==> config.mk <==
export PLATFORM = sky130hd
export DESIGN_NAME = led_blink_code_arbiter
export DESIGN_NICKNAME = d
export VERILOG_FILES = /design/src/rtl/led_pkg.sv /design/src/rtl/led_tick_prescaler.sv /design/src/rtl/led_blink_code_arbiter.sv
export SDC_FILE = /design/constraint.sdc
export NUM_CORES = 1
export LEC_CHECK = 0
export BUFFER_PORTS_ARGS = -buffer_cell sky130_fd_sc_hd__buf_2
export CAP_MARGIN = 30
export CORE_ASPECT_RATIO = 0.6
export CORE_MARGIN = 5
export CORE_UTILIZATION = 40
export DETAILED_ROUTE_END_ITERATION = 10
export PLACE_DENSITY = 0.66
export SYNTH_ARGS = -nofsm -noshare
export SYNTH_HDL_FRONTEND = slang
export SYNTH_HIERARCHICAL = 1
export SYNTH_SLANG_ARGS = --single-unit
==> constraint.sdc <==
create_clock -name clk -period 3 [get_ports clk]
set_clock_uncertainty 0.2 [all_clocks]
set_input_delay 0.6 -clock clk [delete_from_list [all_inputs] [get_ports clk]]
set_output_delay 0.6 -clock clk [all_outputs]
set_load 0.05 [all_outputs]
==> src/rtl/led_pkg.sv <==
// Shared types and sizing helpers for the status-LED blocks.
package led_pkg;

  typedef enum logic [1:0] {
    IDLE = 2'd0,
    ON   = 2'd1,
    OFF  = 2'd2,
    GAP  = 2'd3
  } blink_state_t;

  function automatic int tick_div(input int clk_hz, input int tick_hz);
    return clk_hz / tick_hz;
  endfunction

  // Bits needed to hold the values 0..n-1, never less than one.
  function automatic int cnt_w(input int n);
    return (n <= 2) ? 1 : $clog2(n);
  endfunction

endpackage

==> src/rtl/led_tick_prescaler.sv <==
// Divides clk down to a one-cycle tick every CLK_HZ/TICK_HZ cycles; held at zero while disabled.
module led_tick_prescaler import led_pkg::*; #(
  parameter int CLK_HZ  = 27_000_000,
  parameter int TICK_HZ = 10
) (
  input  logic clk,
  input  logic rst_n,
  input  logic en_i,
  output logic tick_o
);

  localparam int DIV = tick_div(CLK_HZ, TICK_HZ);
  localparam int W   = cnt_w(DIV);

  logic [W-1:0] cnt_q, cnt_d;
  logic         at_end_s;

  assign at_end_s = (cnt_q == W'(DIV - 1));
  assign tick_o   = en_i && at_end_s;

  // Next count: clear while disabled, wrap at the terminal value.
  always_comb begin
    cnt_d = cnt_q;
    if (!en_i) begin
      cnt_d = '0;
    end else if (at_end_s) begin
      cnt_d = '0;
    end else begin
      cnt_d = cnt_q + W'(1);
    end
  end

  // Counter register.
  always_ff @(posedge clk or negedge rst_n) begin
    if (!rst_n) begin
      cnt_q <= '0;
    end else begin
      cnt_q <= cnt_d;
    end
  end

endmodule

==> src/rtl/led_blink_code_arbiter.sv <==
// Round-robin sharing of one status LED: each accepted request is played as N pulses plus a gap.
module led_blink_code_arbiter import led_pkg::*; #(
  parameter int NUM_REQ   = 4,
  parameter int CLK_HZ    = 27_000_000,
  parameter int TICK_HZ   = 10,
  parameter int ON_TICKS  = 2,
  parameter int OFF_TICKS = 3,
  parameter int GAP_TICKS = 10,
  parameter int CNT_W     = 4,
  localparam int ID_W     = $clog2(NUM_REQ)
) (
  input  logic                     clk,
  input  logic                     rst_n,
  input  logic [NUM_REQ-1:0]       req_valid_i,
  input  logic [NUM_REQ*CNT_W-1:0] req_count_i,
  output logic [NUM_REQ-1:0]       req_ready_o,
  output logic                     led_o,
  output logic                     busy_o,
  output logic [ID_W-1:0]          grant_id_o,
  output logic                     done_o
);

  localparam int PH_MAX = (GAP_TICKS > ((ON_TICKS > OFF_TICKS) ? ON_TICKS : OFF_TICKS)) ?
                          GAP_TICKS : ((ON_TICKS > OFF_TICKS) ? ON_TICKS : OFF_TICKS);
  localparam int PH_W   = cnt_w(PH_MAX);

  blink_state_t       state_q, state_d;
  logic [PH_W-1:0]    phase_q, phase_d;
  logic [CNT_W-1:0]   pulses_q, pulses_d;
  logic [ID_W-1:0]    grant_q, grant_d;
  logic [ID_W-1:0]    ptr_q, ptr_d;
  logic               led_q, led_d;
  logic               busy_q, busy_d;
  logic               done_q, done_d;
  logic [NUM_REQ-1:0] ready_s;
  logic [ID_W-1:0]    pick_s;
  logic               pick_found_s;
  logic [CNT_W-1:0]   pick_count_s;
  logic               tick_s;

  led_tick_prescaler #(
    .CLK_HZ  (CLK_HZ),
    .TICK_HZ (TICK_HZ)
  ) u_prescaler (
    .clk    (clk),
    .rst_n  (rst_n),
    .en_i   (state_q != IDLE),
    .tick_o (tick_s)
  );

  // Round-robin picker: first valid requester scanning from ptr; index wraps at NUM_REQ-1.
  always_comb begin
    int idx_v;
    idx_v        = 0;
    ready_s      = '0;
    pick_s       = '0;
    pick_found_s = 1'b0;
    if (rst_n && (state_q == IDLE)) begin
      for (int k = 0; k < NUM_REQ; k++) begin
        idx_v = int'(ptr_q) + k;
        if (idx_v >= NUM_REQ) begin
          idx_v = idx_v - NUM_REQ;
        end else begin
          idx_v = idx_v;
        end
        if (!pick_found_s && req_valid_i[idx_v]) begin
          pick_found_s = 1'b1;
          pick_s       = ID_W'(idx_v);
        end else begin
          pick_found_s = pick_found_s;
        end
      end
      ready_s[pick_s] = pick_found_s;
    end else begin
      ready_s = '0;
    end
  end

  assign pick_count_s = req_count_i[int'(pick_s)*CNT_W +: CNT_W];

  // Sequencer next state: accept in IDLE, then ON/OFF pulses, last ON exits to GAP.
  always_comb begin
    state_d  = state_q;
    phase_d  = phase_q;
    pulses_d = pulses_q;
    grant_d  = grant_q;
    ptr_d    = ptr_q;
    done_d   = 1'b0;
    case (state_q)
      IDLE: begin
        phase_d = '0;
        if (pick_found_s) begin
          grant_d = pick_s;
          ptr_d   = (pick_s == ID_W'(NUM_REQ - 1)) ? '0 : pick_s + ID_W'(1);
          if (pick_count_s == '0) begin
            done_d = 1'b1;
          end else begin
            state_d  = ON;
            pulses_d = pick_count_s;
          end
        end else begin
          state_d = IDLE;
        end
      end
      ON: begin
        if (tick_s && (phase_q == PH_W'(ON_TICKS - 1))) begin
          phase_d  = '0;
          pulses_d = pulses_q - CNT_W'(1);
          state_d  = (pulses_q == CNT_W'(1)) ? GAP : OFF;
        end else if (tick_s) begin
          phase_d = phase_q + PH_W'(1);
        end else begin
          phase_d = phase_q;
        end
      end
      OFF: begin
        if (tick_s && (phase_q == PH_W'(OFF_TICKS - 1))) begin
          phase_d = '0;
          state_d = ON;
        end else if (tick_s) begin
          phase_d = phase_q + PH_W'(1);
        end else begin
          phase_d = phase_q;
        end
      end
      GAP: begin
        if (tick_s && (phase_q == PH_W'(GAP_TICKS - 1))) begin
          phase_d = '0;
          state_d = IDLE;
          done_d  = 1'b1;
        end else if (tick_s) begin
          phase_d = phase_q + PH_W'(1);
        end else begin
          phase_d = phase_q;
        end
      end
      default: begin
        state_d = IDLE;
        phase_d = '0;
      end
    endcase
  end

  assign led_d  = (state_d == ON);
  assign busy_d = (state_d != IDLE);

  // State, counters and registered outputs.
  always_ff @(posedge clk or negedge rst_n) begin
    if (!rst_n) begin
      state_q  <= IDLE;
      phase_q  <= '0;
      pulses_q <= '0;
      grant_q  <= '0;
      ptr_q    <= '0;
      led_q    <= 1'b0;
      busy_q   <= 1'b0;
      done_q   <= 1'b0;
    end else begin
      state_q  <= state_d;
      phase_q  <= phase_d;
      pulses_q <= pulses_d;
      grant_q  <= grant_d;
      ptr_q    <= ptr_d;
      led_q    <= led_d;
      busy_q   <= busy_d;
      done_q   <= done_d;
    end
  end

  assign req_ready_o = ready_s;
  assign led_o       = led_q;
  assign busy_o      = busy_q;
  assign grant_id_o  = grant_q;
  assign done_o      = done_q;

endmodule

# Word level (Yosys, flattened, before mapping)
# Index checks and enable logic that the tools add are counted.
dict set report totals {
  word_cells 125
  output_inout_bits 9
  in_bits 22
  romBits 0
  ramBits 0
  latch_bits 0
  mem_count 0
  register_bits 39
}
dict set report classes {
  reduce_logical 19
  n_mul 0
  n_lt_le_gt_ge 10
  n_bitwise 1
  muxes 61
  shifts 1
  n_div 0
  eq_ne 13
  add_sub_neg 11
}
# cell count
set op_table {}
lappend op_table {{$mux 32} 8}
lappend op_table {{$lt 32x4->1 const B} 4}
lappend op_table {{$mux 22} 2}
lappend op_table {{$mux 4} 8}
lappend op_table {{$mux 2} 12}
lappend op_table {{$add 22x1->22 const B} 1}
lappend op_table {{$eq 22x22->1 const B} 1}
lappend op_table {{$mux 1} 22}
lappend op_table {{$pmux 4 s4} 1}
lappend op_table {{$shiftx 16x5->4} 1}
lappend op_table {{$sub 3x3->4 const B} 3}
lappend op_table {{$ge 3x3->1 const B} 3}
lappend op_table {{$logic_and 1x1->1} 9}
lappend op_table {{$bmux 1 s2} 4}
lappend op_table {{$eq 4x1->1 const B} 2}
lappend op_table {{$pmux 2 s4} 1}
lappend op_table {{$pmux 4 s2} 1}
lappend op_table {{$add 2x2->3 const B} 2}
lappend op_table {{$eq 2x2->1 const B} 3}
lappend op_table {{$ne 2x2->1 const B} 3}
lappend op_table {{$reduce_bool 2->1} 3}
lappend op_table {{$add 4x1->4 const B} 1}
lappend op_table {{$and 4x4->4} 1}
lappend op_table {{$eq 2x1->1 const B} 2}
lappend op_table {{16 further kinds} 18}

# Depth between registers and ports, before layout
# Gate-level depths: netlist of run 1.
dict set report depth {
  depth_word 27
  mapped_depth 12
  mapped_depth_nobuf 12
}

# Modules after synthesis
# The synthesis of run 1 kept the hierarchy.
# module seq_area_each_um2 area_per_inst_um2 instances cells_per_inst
set by_module_without_submodules {}
lappend by_module_without_submodules {led_blink_code_arbiter 425.4 1298.7 1 150}
lappend by_module_without_submodules {led_tick_prescaler 550.5 1177.4 1 127}

# Worst setup path after synthesis of run 1
# No wires, ideal clock.
dict set report synth_timing {
  kind {input to output}
  startpoint {input req_valid_i[2]}
  endpoint {output req_ready_o[0]}
  required_ps 2200
  t_arrival_ps 2335
  n_path_buf 0
  setup_slack_ps -135
  stages 4
  cell_sequence {nor2b_1 a221o_1 and2_1 nor3_1}
}
dict set report synth_between {
  elab_chain_cells 23
  word_cells_on_any_way 38
  classes_between {order compare (2); mux (28); bitwise (1); reduce/logical (7)}
}
# element line
set synth_lines {}
lappend synth_lines {{start, declared} led_blink_code_arbiter.sv:14} ;# input logic [NUM_REQ-1:0] req_valid_i,
lappend synth_lines {{$bmux 1 s2} led_blink_code_arbiter.sv:66} ;# if (!pick_found_s && req_valid_i[idx_v]) begin
lappend synth_lines {{$mux 1 (not written as such) (2 in a row)} led_blink_code_arbiter.sv:66}
lappend synth_lines {{$mux 1} led_blink_code_arbiter.sv:66}
lappend synth_lines {{$mux 1} led_blink_code_arbiter.sv:58} ;# if (rst_n && (state_q == IDLE)) begin
lappend synth_lines {{$logic_not 1->1} led_blink_code_arbiter.sv:66}
lappend synth_lines {{$logic_and 1x1->1} led_blink_code_arbiter.sv:66}
lappend synth_lines {{$mux 1} led_blink_code_arbiter.sv:66}
lappend synth_lines {{$mux 1} led_blink_code_arbiter.sv:58}
lappend synth_lines {{[6 not listed]} -}
lappend synth_lines {{$mux 2} led_blink_code_arbiter.sv:66}
lappend synth_lines {{$mux 2} led_blink_code_arbiter.sv:58}
lappend synth_lines {{$lt 2x3->1 (not written as such) or $ge 2x1->1 (tied branches)} led_blink_code_arbiter.sv:73} ;# ready_s[pick_s] = pick_found_s;
lappend synth_lines {{$logic_and 1x1->1 (not written as such)} led_blink_code_arbiter.sv:73}
lappend synth_lines {{$mux 1 (not written as such)} led_blink_code_arbiter.sv:73}
lappend synth_lines {{$demux 1 s2} led_blink_code_arbiter.sv:73}
lappend synth_lines {{$and 4x4->4 (no source line) *} -}
lappend synth_lines {{$mux 4 *} led_blink_code_arbiter.sv:58}
lappend synth_lines {{end, declared} led_blink_code_arbiter.sv:16} ;# output logic [NUM_REQ-1:0] req_ready_o,
# Mark *: on every way between the ends. The rest lies on a longest branch, timed or not. The select of a mux whose other input is x is not followed.

# Final worst setup path of run 1
dict set report layout_timing {
  startpoint {register state_q[0]}
  endpoint {output req_ready_o[3]}
}
dict set report layout_between {
  elab_chain_cells 3
}
# element line
set layout_lines {}
lappend layout_lines {{start, declared} led_blink_code_arbiter.sv:27} ;# blink_state_t state_q, state_d;
lappend layout_lines {{start signal, assigned} led_blink_code_arbiter.sv:159} ;# state_q <= state_d;
lappend layout_lines {{$logic_not 2->1} led_blink_code_arbiter.sv:58}
lappend layout_lines {{$logic_and 1x1->1} led_blink_code_arbiter.sv:58}
lappend layout_lines {{$mux 4} led_blink_code_arbiter.sv:58}
# Every way passes these cells.

==> results.toml, run 1 <==
[worst_setup_path]
r2r_end = "busy_o"
arrival_ns = 2.03
cp_cell_sequence = "inv_1 -> ha_1 -> and2_1 -> buf_4 -> o41a_1 -> nand2_1 -> nor2_1 -> buf_2"
slowest_delay_ns = 0.39
cp-start-kind = "register"
r2r-start = "u_prescaler/cnt_q[18]"
path_max_fanout = 4
rr_worst_depth = 10
required_ns = 2.20
cp_slowest_cell = "dfrtp_1"
endpoint_kind = "output port"
r2r_slack_ns = 0.18
setup.worst_path.class = "register to output port"

[routing]
wire_per_inst_um = 14.2
wl_mm = 5.75
drt_iter0_drc = 136
ant_nets = 0
drt_pass1_iterations = 4
vias = 2168
viasPerCell = 5.34
remaining_drc_errors = 0

[logic_synthesis]
yosys_warnings = 6
synthCells = 277
synth_nets = 310
ys_seq_area_share_pct = 39.4
synth_area_um2 = 2480
yosys-top-cells-area = "dfrtp_1, nand2_1, ha_1, nor2_1, xnor2_1"
synth-seq-cells = 39
synth_cell_types = 57
yosysTopAreaCellShare_pct = 39.4
avgSynthCellArea_um2 = 8.94
postSynth.asyncResetShare_pct = 100
synth_top_cell_by_area = "dfrtp_1"
synth-edff-count = 0
yosys_most_used_dff = "dfrtp_1"

[cts]
cts_setup_buffers = 0
max-clock-path-buffers = 2
path_clk_slew_ns = 0.08
cts_buffers = 5
worstSkewPairLatency_ns = 0.29
tritoncts = "built"
ctsRootBufferMaster = "clkbuf_8"
htree_levels = 2
cts.sinks = 39

[floorplanning]
initial_utilization_pct = 40.9
rows = 22
num_io_pins = 31
dieWidth_um = 112
core_um2 = 6060
die_h_um = 70.9
dieArea_um2 = 7920

[global_routing]
antenna_found_initial = 0
grt_usage_pct = 14.9
gr-total-overflow = 0
grt_pass1_wl_mm = 9.70
grt_pass1_vias = 1998
grt_max_degree = 40

[layout]
fin_util_pct = 48.5
nets = 354
drive_gt1_share_pct = 22.7
diodes = 0
fin_cells = 406
area_growth_pct = 18.5

[run]
drv_cap = 0

[timing]
report.final.slew_viol_count = 0
finalSetupViolations = 0
relSlewSlack_pct = 54.5
fin_crit_sh_pct = 94.4
worstMarginPinSlew_ns = 0.676
period_needed_ns = 2.83
fin_tns_setup_ns = 0
clock.fmax_ghz = 0.353
hold_viol = 0

[pwr]
peakVddDrop_v = 0.000148
p_leak_nw = 1.36
power.density_nw_per_um2 = 331

[placed_design]
numPortBuffers = 30
place_hpwl_mm = 4.32
placed_cells = 398
gp_congestion = 0.818

[run_status]
outcome = "completed"

[min_path]
holdCritPathClass = "primary input to asynchronous set/reset pin"
==> placed cells by master, fill, tap and decap left out, drive strengths merged, types with 4 or more instances in the layout <==
cell type	netlist	routed
a21oi	16	16
a32o	4	4
and3	4	4
buf	4	43
clkbuf	2	7
dfrtp	39	39
ha	11	11
inv	15	15
nand2	41	41
nand3	12	12
nand4	7	7
nor2	28	28
nor2b	5	5
nor3	9	9
nor4	6	6
o21ai	6	6
or3	5	5
or4	6	6
xnor2	11	11
xor2	6	6
==> cell usage after synthesis, drive strengths merged, types with 2 or more instances <==
master / n
nand3: 12
nor2: 28
mux2: 2
xnor2: 11
and3: 4
and2: 3
dfrtp: 39
nor3b: 2
xor2: 6
buf: 4
nor3: 9
nand2: 41
a31o: 3
nor2b: 5
o21ai: 6
nand3b: 2
nor4: 6
mux2i: 3
and4: 2
nand4: 7
inv: 15
ha: 11
nand4b: 3
or3: 5
or4: 6
a21oi: 16
o31ai: 2
nand2b: 2
a32o: 4
clkbuf: 2
==> kinds of logic after synthesis <==
| family | count (synthesis) | synth area share (%) |
|---|---|---|
| compound gates | 46 | 13.6 |
| fa+ha+maj | 11 | 5.56 |
| mux | 5 | 2.12 |
| flops | 39 | 39.4 |
| xor+xnor | 17 | 6.01 |
| simple gates | 138 | 29.7 |
| buf+inv | 21 | 3.64 |
==> per-stage QoR <==
step	hold WS [ns]	setup slack, ns	total power [mW]	area [um2]
final	0.216	0.167	0.973	2940
after detailed placement	0.271	0.0617	0.587	2820
after CTS	0.234	0.139	0.989	2920
after global routing	0.260	-0.00273	1.01	2940
after global placement	0.262	0.142	0.586	2820
after floorplan	0.104	0.0268	0.554	2490
==> metal layers <==
metal / share of wire, % / vias to the layer above / track usage [%] / routed length [um]
met5: 0 / - / 0 / 0
met4: 0.66 / 0 / 4.45 / 38
met3: 3.4 / 4 / 3.25 / 195
met2: 40 / 34 / 20.4 / 2310
met1: 56 / 1046 / 23.3 / 3200
li1: - / 1084 / - / -
==> final cells by class <==
cell class                 count  area [um2]
clock buffer                   7        96.3
clock inverter                 1        7.51
fill                         595        3120
inverter                      15        56.3
multi-input combinational    217        1450
sequential                    39         976
tap                           84         105
timing repair buffer          43         248
==> report_power, final <==
part           switching (mW)  internal, mW
combinational          0.0300        0.0204
clock                   0.188         0.209
sequential                  0         0.525
==> worst max-delay path: cells and delay by family, from the launching register on <==
kind            cells  cell delay [ns]
compound gates      1             0.21
buf+inv             3             0.54
flops               1             0.39
fa+ha+maj           1             0.19
simple gates        3             0.41
==> registers in the layout, indices dropped and copies added (netlist names) <==
register and count:
pulses_q 4, done_o 1, state_q 2, u_prescaler/cnt_q 22, busy_o 1, led_o 1
ptr_q 2, phase_q 4, grant_id_o 2
==> timing repair <==
action,4_1_cts,5_1_grt
resized for setup,0,2
endpoints found under the setup margin,0,6
hold buffers,0,0
==> worst max-delay path by stage <==
stage                           from        endpoint  slack [ns]
2_1_floorplan  u_prescaler/cnt_q[18]           led_o        0.03
3_3_place_gp          req_valid_i[2]     pulses_q[3]        0.14
3_5_place_dp          req_valid_i[2]     pulses_q[3]        0.06
4_1_cts        u_prescaler/cnt_q[18]          busy_o        0.14
5_1_grt        u_prescaler/cnt_q[18]          busy_o      -0.003
6_report                  state_q[0]  req_ready_o[3]        0.17
(Power assumes the default switching activity.)
==> run 2, diff against run 1 <==
BUFFER_PORTS_ARGS = -buffer_cell sky130_fd_sc_hd__clkbuf_2   (was -buffer_cell sky130_fd_sc_hd__buf_2)
==> run 2 against run 1 <==
Design area rose by 0.98%; via count rose by 0.65%; sequential cell count did not move; critical endpoint is now led_o; largest cell class unchanged; worst hold slack improved by 0.015 ns; clock power rose by 14%.
==> results.toml, run 2 (synthesized netlist as in run 1, its figures left out) <==
[run_status]
outcome = "completed"

[worst_setup_path]
cp-start-kind = "register"
critPathMostFrequentCell = "or4_1"
arrival_ns = 2.83
endpoint_kind = "register"
cp_cell_sequence = "nand4b_1 -> or4_1 -> nor4_2 -> nor2b_1 -> nand2_1 -> or4_1 -> a31o_1 -> a21oi_1"
setup.worst_path.class = "register to register"
required_ns = 3.00
cp_top_family = "simple AND/OR/NAND/NOR gates"
crit_path_start = "u_prescaler/cnt_q[19]"
cp_slowest_cell = "or4_1"
r2r-start = "u_prescaler/cnt_q[19]"
path_buf_inv = 0
slowest_delay_ns = 0.54
path_max_fanout = 5

[global_routing]
gr-total-overflow = 0
grt_pass1_wl_mm = 9.74
antenna_found_initial = 0
grt_pass1_vias = 2015
grt_usage_pct = 14.9
grt_max_degree = 40

[layout]
area_growth_pct = 19.7
largest-register = "u_prescaler/cnt_q"
nets = 356
final_common_cell = "nand2_1"
drive_gt1_share_pct = 23.1
layout_common_cells = "nand2_1, dfrtp_1, clkbuf_2"
reg_top3 = "u_prescaler/cnt_q: 22 flops, phase_q: 4 flops, pulses_q: 4 flops"
fin_cells = 408
largest_register_ffs = 22
num-fill-cells = 588
diodes = 0

[min_path]
holdCritPathClass = "primary input to asynchronous set/reset pin"

[pwr]
peakVddDrop_v = 0.000171
p_leak_nw = 1.38
power.density_nw_per_um2 = 347

[cts]
max-clock-path-buffers = 2
ctsRootBufferMaster = "clkbuf_8"
worstSkewPairLatency_ns = 0.29
htree_levels = 2
tritoncts = "built"
cts_setup_buffers = 0
ctsHoldBuffers = 0
path_clk_slew_ns = 0.08
cts.sinks = 39
cts_buffers = 5

[timing]
relSlewSlack_pct = 48.5
finalSetupViolations = 0
fin_crit_sh_pct = 94.5
period_needed_ns = 2.84
clock.fmax_ghz = 0.353
rsz0062_at_grt = "no"
report.final.slew_viol_count = 0
hold_viol = 0
worstMarginPinSlew_ns = 0.766
fin_tns_setup_ns = 0

[placed_design]
place_hpwl_mm = 4.38
placed_cells = 400
gp_congestion = 0.805
numPortBuffers = 30

[routing]
drt_pass1_iterations = 5
ant_nets = 0
wl_mm = 5.73
viasPerCell = 5.35
wire_per_inst_um = 14.0
vias = 2182
drt_iter0_drc = 183
remaining_drc_errors = 0

[floorplanning]
dieWidth_um = 112
die_h_um = 70.9
num_io_pins = 31
dieArea_um2 = 7920
rows = 22
initial_utilization_pct = 40.9
core_um2 = 6060

[run]
drv_cap = 0
-- run 2: cell count changes in the layout (fill, tap and decap cells not counted), sizes merged --
| cell | previous run | this run |
|---|---|---|
| clkbuf | 7 | 35 |
| clkinv | 0 | 1 |
| bufinv | 0 | 1 |
| buf | 43 | 16 |
| clkinvlp | 1 | 0 |
-- run 2: cell type report --
cell class | count | area, um2 | area share, %
sequential | 39 | 976 | 32.9
tap | 84 | 105 | 3.55
inverter | 15 | 56.3 | 1.90
clock inverter | 2 | 35.0 | 1.18
timing repair buffer | 45 | 263 | 8.86
multi-input combinational | 217 | 1450 | 48.8
clock buffer | 6 | 82.6 | 2.79
-- run 2: power breakdown --
| group | internal [mW] | switching (mW) |
|---|---|---|
| logic | 0.0204 | 0.0300 |
| registers | 0.525 | 0 |
| clock network | 0.269 | 0.183 |
| total | 0.815 | 0.213 |
-- run 2: path summary, 6_finish.rpt --
| kind | to | slack, ns | cells past startpoint |
|---|---|---|---|
| max | led_o | 0.16 | 8 |
| min | u_prescaler/cnt_q[0] | 0.23 | 2 |
| max reg2reg | led_o | 0.16 | 8 |
| min reg2reg | grant_id_o[0] | 0.29 | 2 |
| max in group asynchronous | state_q[1] | 2.01 | 2 |
| min in group clk | grant_id_o[0] | 0.29 | 2 |
-- run 2: stage by stage --
stage          utilization (%)  area (um2)  setup slack (ns)  total power [mW]  hold WS (ns)
4_1_cts                   48.7        2950             0.107              1.05         0.256
2_1_floorplan                -        2490            0.0268             0.554         0.104
3_5_place_dp              46.8        2830            0.0693             0.587         0.266
6_report                  48.9        2960             0.164              1.03         0.231
3_3_place_gp              46.8        2830             0.123             0.586         0.265
5_1_grt                   48.9        2960           0.00628              1.08         0.272
-- run 2: routing by layer --
metal | track usage (%) | part of all wire [%] | up-vias
met4 | 3.24 | 0.47 | 0
met5 | 0 | 0 | -
met3 | 3.33 | 5.8 | 2
li1 | - | - | 1082
met1 | 23.6 | 53 | 1041
met2 | 20.3 | 41 | 57
-- run 2: repair_timing --
item | in CTS | in global routing
setup endpoints to repair | 0 | 7
resized for setup | 0 | 3
endpoints found under the hold margin | 0 | 0
==> run 3, diff against run 2 <==
PLACE_DENSITY = 0.64   (was 0.66)
clock period = 3.45 ns   (was 3 ns; I/O delays follow)
==> run 3 against run 2 <==
Global-route usage down 0.17 points; sequential cell count unchanged; clock-buffer cell count grew 1; combinational power decreased by 16%; design area decreased by 4.8%; clock power down 35%; critical path type unchanged.
==> results.toml, run 3 (synthesized netlist as in run 1, its figures left out) <==
[run_status]
outcome = "completed"

[floorplanning]
rows = 22
initial_utilization_pct = 40.9
core_um2 = 6060
num_io_pins = 31
dieWidth_um = 112
dieArea_um2 = 7920
die_h_um = 70.9

[timing]
fin_tns_setup_ns = 0
rsz0062_at_grt = "no"
report.final.slew_viol_count = 0
finalSetupViolations = 0
clock.fmax_ghz = 0.332
hold_viol = 0
period_needed_ns = 3.01
worstMarginPinSlew_ns = 0.660
fin_crit_sh_pct = 87.2
relSlewSlack_pct = 55.6
fin_hold_ws_ns = 0.291

[global_routing]
grt_usage_pct = 14.7
grt_pass1_wl_mm = 9.62
grt_pass1_vias = 2008
grt_max_degree = 40
antenna_found_initial = 0
gr-total-overflow = 0

[routing]
vias = 2112
wire_per_inst_um = 13.8
viasPerCell = 5.32
remaining_drc_errors = 0
wl_mm = 5.49
drt_pass1_iterations = 4
ant_nets = 0
drt_iter0_drc = 148

[layout]
largest-register = "u_prescaler/cnt_q"
largest_register_ffs = 22
reg_top3 = "u_prescaler/cnt_q: 22 flops, phase_q: 4 flops, pulses_q: 4 flops"
layout_common_cells = "nand2_1, dfrtp_1, clkbuf_2"
drive_gt1_share_pct = 18.5
num-fill-cells = 598
nets = 345
final_common_cell = "nand2_1"
area_growth_pct = 13.9
diodes = 0

[cts]
ctsRootBufferMaster = "clkbuf_8"
cts_buffers = 5
tritoncts = "built"
worstSkewPairLatency_ns = 0.29
htree_levels = 2
post_cts_resized = 0
cts_setup_buffers = 0
max-clock-path-buffers = 2
ctsHoldBuffers = 0
cts.sinks = 39
path_clk_slew_ns = 0.08

[placed_design]
numPortBuffers = 30
place_hpwl_mm = 4.22
gp_congestion = 0.918

[worst_setup_path]
arrival_ns = 2.99
r2r_slack_ns = 0.44
cp-start-kind = "register"
setup.worst_path.class = "register to register"
endpoint_kind = "register"
required_ns = 3.43
path_max_fanout = 9

[min_path]
holdCritPathClass = "register to register"

[pwr]
power.density_nw_per_um2 = 282
total_power_uw = 795
peakVddDrop_v = 0.000119
p_leak_nw = 1.31

[run]
drv_cap = 0
## run 3: cell types whose count changed in the layout (fill, tap and decap cells not counted), sizes merged
cell / change
buf: -12
bufinv: -1
clkbuf: +2
## run 3: metal layers
metal / track usage, % / wire, um / up-vias / share of wire [%]
li1: - / - / 1066 / -
met1: 23.3 / 3030 / 1006 / 55
met2: 20.1 / 2190 / 36 / 40
met3: 3.08 / 248 / 4 / 4.5
met4: 3.64 / 24 / 0 / 0.44
met5: 0 / 0 / - / 0
## run 3: metrics by stage
stage | area (um2) | utilization (%) | worst slack (ns) | instances
2_1_floorplan | 2480 | - | 0.135 | 277
3_3_place_gp | 2740 | 45.2 | 0.408 | 389
3_5_place_dp | 2740 | 45.2 | 0.361 | 389
4_1_cts | 2820 | 46.6 | 0.451 | 397
5_1_grt | 2820 | 46.6 | 0.258 | 397
6_report | 2820 | 46.6 | 0.440 | 397
## run 3: path summary, 6_finish.rpt
path                                      start                    end  depth (start not counted)
max reg2reg                          state_q[1]            pulses_q[3]                         10
max in group asynchronous                 rst_n  u_prescaler/cnt_q[20]                          2
min                        u_prescaler/cnt_q[0]   u_prescaler/cnt_q[0]                          1
min reg2reg                u_prescaler/cnt_q[0]   u_prescaler/cnt_q[0]                          1
min in group asynchronous                 rst_n   u_prescaler/cnt_q[4]                          2
max                                  state_q[1]            pulses_q[3]                         10
## run 3: area by class of cell
| class | instances | area, um2 | area share [%] |
|---|---|---|---|
| Clock inverter | 1 | 5.00 | 0.177 |
| Multi-Input combinational cell | 217 | 1420 | 50.4 |
| Inverter | 15 | 56.3 | 2.00 |
| Timing Repair Buffer | 34 | 180 | 6.39 |
| Tap cell | 84 | 105 | 3.73 |
| Clock buffer | 7 | 76.3 | 2.71 |
| Sequential cell | 39 | 976 | 34.6 |
## run 3: report_power, final
part	switching, mW	internal (mW)
sequential	0	0.457
clock	0.154	0.142
combinational	0.0257	0.0168
## run 3: worst max-delay path: stages (launching register included)
cell	delay (ns)
dfrtp_1	0.43
inv_1	0.16
ha_1	0.18
and2_1	0.20
o41ai_2	0.12
nor4_4	0.52
a21oi_1	0.09
a32o_2	0.29
a41oi_1	0.34
nor2_2	0.14
o211a_1	0.24
